## config.mk

```make
export PLATFORM = sky130hd
export DESIGN_NAME = event_rate_meter
export DESIGN_NICKNAME = d
export VERILOG_FILES = /design/src/rtl/event_rate_meter_pkg.sv /design/src/rtl/event_rate_meter_sync_edge_detect.sv /design/src/rtl/event_rate_meter.sv
export SDC_FILE = /design/constraint.sdc
export NUM_CORES = 1
export LEC_CHECK = 0
export ABC_AREA = 1
export BUFFER_PORTS_ARGS = -buffer_cell sky130_fd_sc_hd__buf_2
export CAP_MARGIN = 20
export CORE_MARGIN = 2
export CORE_UTILIZATION = 50
export CTS_BUF_LIST = sky130_fd_sc_hd__clkbuf_4 sky130_fd_sc_hd__clkbuf_8
export CTS_CLUSTER_SIZE = 28
export DETAILED_ROUTE_END_ITERATION = 12
export MAX_ROUTING_LAYER = met4
export PLACE_DENSITY = 0.7
export SETUP_SLACK_MARGIN = 0.15
export SLEW_MARGIN = 20
export SYNTH_ARGS = -nofsm -noshare
export SYNTH_HDL_FRONTEND = slang
export SYNTH_HIERARCHICAL = 1
export SYNTH_SLANG_ARGS = --single-unit
```

## constraint.sdc

```tcl
create_clock -name CLK -period 2.7 [get_ports CLK]
set_input_delay 0.27 -clock CLK [delete_from_list [all_inputs] [get_ports CLK]]
set_output_delay 0.27 -clock CLK [all_outputs]
set_load 0.05 [all_outputs]
```

## src/rtl/event_rate_meter_pkg.sv

```systemverilog
// Shared state encoding and default widths for the event rate meter.
package event_rate_meter_pkg;

    typedef enum logic [1:0] {
        IDLE  = 2'd0,
        ARM   = 2'd1,
        COUNT = 2'd2
    } state_t;

    localparam int DEF_CNT_WIDTH    = 32;
    localparam int DEF_SYNC_STAGES  = 2;
    localparam int DEF_GATE_TIMEOUT = 48000000;

endpackage

```

## src/rtl/event_rate_meter_sync_edge_detect.sv

```systemverilog
// Multi-flop synchronizer for an asynchronous level, followed by a
// rising-edge detector that emits a one-cycle pulse in the i_clk domain.
module sync_edge_detect
    import event_rate_meter_pkg::*;
#(
    parameter int SYNC_STAGES = DEF_SYNC_STAGES
) (
    input  logic i_clk,
    input  logic i_rst_n,
    input  logic i_async,
    output logic o_rise
);

    // Fewer than two stages gives no metastability protection, so clamp.
    localparam int STAGES = (SYNC_STAGES < 2) ? 2 : SYNC_STAGES;

    logic [STAGES-1:0] r_sync;
    logic              r_prev;

    always_ff @(posedge i_clk or negedge i_rst_n) begin
        if (!i_rst_n) begin
            r_sync <= '0;
            r_prev <= 1'b0;
        end else begin
            r_sync <= {r_sync[STAGES-2:0], i_async};
            r_prev <= r_sync[STAGES-1];
        end
    end

    assign o_rise = r_sync[STAGES-1] & ~r_prev;

endmodule

```

## src/rtl/event_rate_meter.sv

```systemverilog
// Counts EVENT_IN rising edges between successive GATE_CE strobes.
// Optional gate-loss watchdog enabled by defining RATE_METER_WATCHDOG_EN.
module event_rate_meter
    import event_rate_meter_pkg::*;
#(
    parameter int CNT_WIDTH    = DEF_CNT_WIDTH,
    parameter int SYNC_STAGES  = DEF_SYNC_STAGES,
    parameter int GATE_TIMEOUT = DEF_GATE_TIMEOUT
) (
    input  logic                 CLK,
    input  logic                 RESET_N,
    input  logic                 EVENT_IN,
    input  logic                 GATE_CE,
    input  logic                 ENABLE,
    output logic [CNT_WIDTH-1:0] RATE,
    output logic                 RATE_VALID,
    output logic                 RATE_OVERFLOW,
    output logic                 GATE_ACTIVE
);

    localparam logic [CNT_WIDTH-1:0] CNT_MAX = '1;

    state_t               r_state;
    state_t               w_state_next;
    logic                 w_rise;
    logic                 w_counting;
    logic                 w_timeout;
    logic [CNT_WIDTH-1:0] r_cnt;
    logic [CNT_WIDTH-1:0] w_cnt_inc;
    logic [CNT_WIDTH-1:0] w_cnt_next;
    logic                 r_ovf;
    logic                 w_ovf_next;
    logic [CNT_WIDTH-1:0] r_rate;
    logic                 r_rate_ovf;
    logic                 r_valid;

    sync_edge_detect #(
        .SYNC_STAGES (SYNC_STAGES)
    ) u_sync (
        .i_clk   (CLK),
        .i_rst_n (RESET_N),
        .i_async (EVENT_IN),
        .o_rise  (w_rise)
    );

    assign w_counting = ENABLE && (r_state == COUNT);

`ifdef RATE_METER_WATCHDOG_EN
    localparam int WD_W = (GATE_TIMEOUT > 1) ? $clog2(GATE_TIMEOUT) : 1;
    localparam logic [WD_W-1:0] WD_LAST = WD_W'(GATE_TIMEOUT - 1);

    logic [WD_W-1:0] r_wd_cnt;

    always_ff @(posedge CLK or negedge RESET_N) begin
        if (!RESET_N) begin
            r_wd_cnt <= '0;
        end else if (!w_counting || GATE_CE || w_timeout) begin
            r_wd_cnt <= '0;
        end else begin
            r_wd_cnt <= r_wd_cnt + 1'b1;
        end
    end

    assign w_timeout = w_counting && !GATE_CE && (r_wd_cnt == WD_LAST);
`else
    // Timeout never fires without the watchdog; the parameter is inert.
    assign w_timeout = 1'b0 & (GATE_TIMEOUT == 0);
`endif

    always_ff @(posedge CLK or negedge RESET_N) begin
        if (!RESET_N) begin
            r_state <= IDLE;
        end else begin
            r_state <= w_state_next;
        end
    end

    always_comb begin
        w_state_next = r_state;
        if (!ENABLE) begin
            w_state_next = IDLE;
        end else begin
            case (r_state)
                IDLE:    w_state_next = ARM;
                ARM:     if (GATE_CE) w_state_next = COUNT;
                COUNT:   if (w_timeout) w_state_next = ARM;
                default: w_state_next = IDLE;
            endcase
        end
    end

    // An edge seen on the closing strobe still belongs to the closing window.
    assign w_cnt_inc  = (r_cnt == CNT_MAX) ? r_cnt : r_cnt + 1'b1;
    assign w_cnt_next = w_rise ? w_cnt_inc : r_cnt;
    assign w_ovf_next = r_ovf | (w_rise & (w_cnt_inc == CNT_MAX));

    always_ff @(posedge CLK or negedge RESET_N) begin
        if (!RESET_N) begin
            r_cnt      <= '0;
            r_ovf      <= 1'b0;
            r_rate     <= '0;
            r_rate_ovf <= 1'b0;
            r_valid    <= 1'b0;
        end else begin
            r_valid <= 1'b0;
            if (!w_counting) begin
                r_cnt <= '0;
                r_ovf <= 1'b0;
            end else if (GATE_CE) begin
                r_rate     <= w_cnt_next;
                r_rate_ovf <= w_ovf_next;
                r_valid    <= 1'b1;
                r_cnt      <= '0;
                r_ovf      <= 1'b0;
            end else if (w_timeout) begin
                r_rate     <= '0;
                r_rate_ovf <= 1'b0;
                r_valid    <= 1'b1;
                r_cnt      <= '0;
                r_ovf      <= 1'b0;
            end else begin
                r_cnt <= w_cnt_next;
                r_ovf <= w_ovf_next;
            end
        end
    end

    assign RATE          = r_rate;
    assign RATE_OVERFLOW = r_rate_ovf;
    assign RATE_VALID    = r_valid;
    assign GATE_ACTIVE   = (r_state == COUNT);

endmodule

```

==> run metrics <==
outcome=completed; synthesized-area fraction occupied by adder cells=0.00317; Bufs and invs on worst path=1; CTS sink count=between 70 and 80; Hold Vio Cnt, Final=0; Period minus WS final=roughly 2.2 ns; Setup Slack @ Placement=between 0.2 and 0.25 ns; vias in the first global route=between 3k and 4k; Setup-failing EPs final=0; synthesized area per cell=slightly above 7 um2; Die Span Y=between 90 and 100 um; slew margin rel.=0.511; R2R Path Start=r_cnt[1]; nets=595; starting density of the core=0.513; IO buf count=39; Clock Latency Late Sink=about 0.36 ns; die area=0.00861 mm2; worst vdd ir=between 0.0003 and 0.0004 V; Tot GR Track Use=0.256; r2r setup slk=approximately 0.46 ns; synthesis-stage register bit count=72; PD cells=~630 mW/mm2; worst slew pin tran=~0.73 ns; Synth-to-Final Area Change=14.3%; Reg2Reg Depth=15; largest family of logic cells by synthesized area=simple AND/OR/NAND/NOR gates; global-route wire length before repair=16.7 mm; Cells after DPL=679; count of cell types in the netlist=24; DRT iter0 DRCs=218; fin. max-slew vios=0; largest cells by area after synthesis=dfrtp_1 (46%), nand2_1 (19%), nor2_1 (8.6%); Detailed Place HPWL=between 7 and 8 mm; Hold Crit Class=input port to register; Synth Net Count=about 560; H-tree Lvls=3; delay-heaviest family, CP=simple AND/OR/NAND/NOR gates; CP Capture Type=register; core footprint=roughly 0.0077 mm2; Root Buffer=clkbuf_8; initial antenna violation count=0; Synth Cell Area=0.00394 mm2; # DRC=0; # fillers=763; Crit-path slowest cell=dfrtp_1; setup TNS=0 ns; Max Clk Rate=between 400 and 500 MHz; Die X=between 90 and 100 um; Worst Hold Path Cells=1; Post-CTS Setup Inserts=0; CTS tree=built; global route overflow=0; cell taking the most area after synthesis=dfrtp_1; largest net degree at the start of global routing=43; part of the cycle the worst path needs=0.828; maximum root-to-sink buffer count=2; vias=approximately 3.6k; Mapped Cells=roughly 550; Antenna Nets Post-Route=0; Yosys top cell area share=0.457; xor and xnor area share after synthesis=0.0311; drt wl/cell=~14 um; # diodes=0; Leak=between 2 and 2.5 nW; worst hold slack=~0.022 ns; number of I/O pins=40; crit-path most repeated cell=nand2_1; Post-Layout Cell Count=between 600 and 700; complex-gate fraction of the synthesized area=0.0933; routability cong.=0.999; TritonRoute pass-1 iters=4; CTS clock-pin slew for the worst setup and hold paths=~0.080 ns; total CTS buffers=9; Synth Area in Simple Gates=0.364; hold path start=EVENT_IN; critical path arrival=roughly 2.5 ns; CP max stage delay=roughly 0.46 ns; CP Cell Sequence=ha_4, inv_2, nor2_4, nand2_4, nor2_4, nand2_8, nand2_1, nand2_1, nor2_2, nand2_1, nor2_1, nand2_1, nand2_1, nand2_1, nand2_1; Max Cap Viol=0; crit path kind=register to register; Startpoint Class=register; FF+latch area=0.00180 mm2; post-synthesis mux area share=0; setup ws final=between 0.4 and 0.5 ns; RSZ-0062 raised after global routing=no; drt via density=5.13; WP depth=15; Multi-input gate area=about 0.002 mm2; crit path max fanout=42; Core Rows=32; total wire length=just under 10 mm; CP required=about 3.0 ns; Hold Crit Endpoint=u_sync/r_sync[0]; skew final=around 0.015 ns; Synth Warn #=6; share of cells above drive strength 1=0.146; Seq/Total Area, Yosys=0.457; Reg-to-Reg End=RATE_OVERFLOW
==> synth_stat cells (all sizes together) <==
| library cell | number |
|---|---|
| nand2 | 205 |
| nand4 | 1 |
| buf | 7 |
| xnor2 | 9 |
| dfrtp | 72 |
| ha | 1 |
| a21oi | 6 |
| nor2 | 103 |
| and2 | 1 |
| xor2 | 5 |
| inv | 27 |
| o21a | 3 |
| clkinv | 1 |
| o21ai | 63 |
| nand3 | 35 |
| clkbuf | 12 |
==> cell type report <==
class | instances | area share
sequential | 72 | 0.400
timing repair buffer | 46 | 0.0583
multi-input combinational | 432 | 0.435
clock buffer | 10 | 0.0292
inverter | 28 | 0.0233
tap | 102 | 0.0283
clock inverter | 6 | 0.0255
==> logic make-up (layout without fill, tap and decap cells) <==
family	Yosys count	count (layout)
buf+inv	47	90
flops	72	72
simple gates	345	345
compound gates	72	72
fa+ha+maj	1	1
xor+xnor	14	14
==> power by group <==
part / switching (mW) / internal (mW) / leakage, nW
clock network: 0.439 / 0.631 / 0.121
logic: 0.424 / 0.116 / 0.981
registers: 0.0441 / 1.16 / 0.979
==> cells in the final DEF, fill, tap and decap left out, types with 2 or more instances in the layout <==
cell	count
nand3_1	35
xor2_1	5
clkbuf_8	9
xnor2_1	9
o21ai_0	62
inv_6	2
nor2_1	90
buf_4	5
o21a_1	3
buf_2	39
inv_1	26
nand2_1	195
nor2_4	5
nor2_2	8
a21oi_1	6
dfrtp_1	71
nand2_2	8
bufinv_16	3
==> metrics by stage <==
stage          power, mW  utilization  area (um2)
2_1_floorplan       1.63            -        3940
3_3_place_gp        1.77        0.550        4230
3_5_place_dp        1.78        0.550        4230
4_1_cts             2.85        0.583        4480
5_1_grt             2.93        0.586        4510
6_report            2.82        0.586        4510
==> registers in the layout (all words and copies together), names as in the netlist <==
register and cells:
r_ovf 1, u_sync/r_prev 1, r_state 2, RATE_OVERFLOW 1, r_cnt 32, RATE_VALID 1
u_sync/r_sync 2, RATE 32
==> timing repair <==
item                       CTS  global route
gates resized for setup      0             4
hold buffers                 1             0
hold endpoints to repair    22             0
setup endpoints to repair    0             2
==> worst max path at each step <==
stage	slack, ns	endpoint	startpoint
2_1_floorplan	0.54	RATE[21]	r_state[0]
3_3_place_gp	0.30	RATE_OVERFLOW	r_cnt[0]
3_5_place_dp	0.23	RATE_OVERFLOW	r_cnt[0]
4_1_cts	0.23	RATE_OVERFLOW	r_cnt[0]
5_1_grt	0.17	RATE_OVERFLOW	r_cnt[1]
6_report	0.46	RATE_OVERFLOW	r_cnt[1]
==> metal layers <==
layer  global-route usage  share of wire
met5                    -              0
met3               0.0342          0.044
met1                0.358           0.49
met2                0.393           0.45
met4               0.0735          0.012
Power figures use the tool's default switching activity.
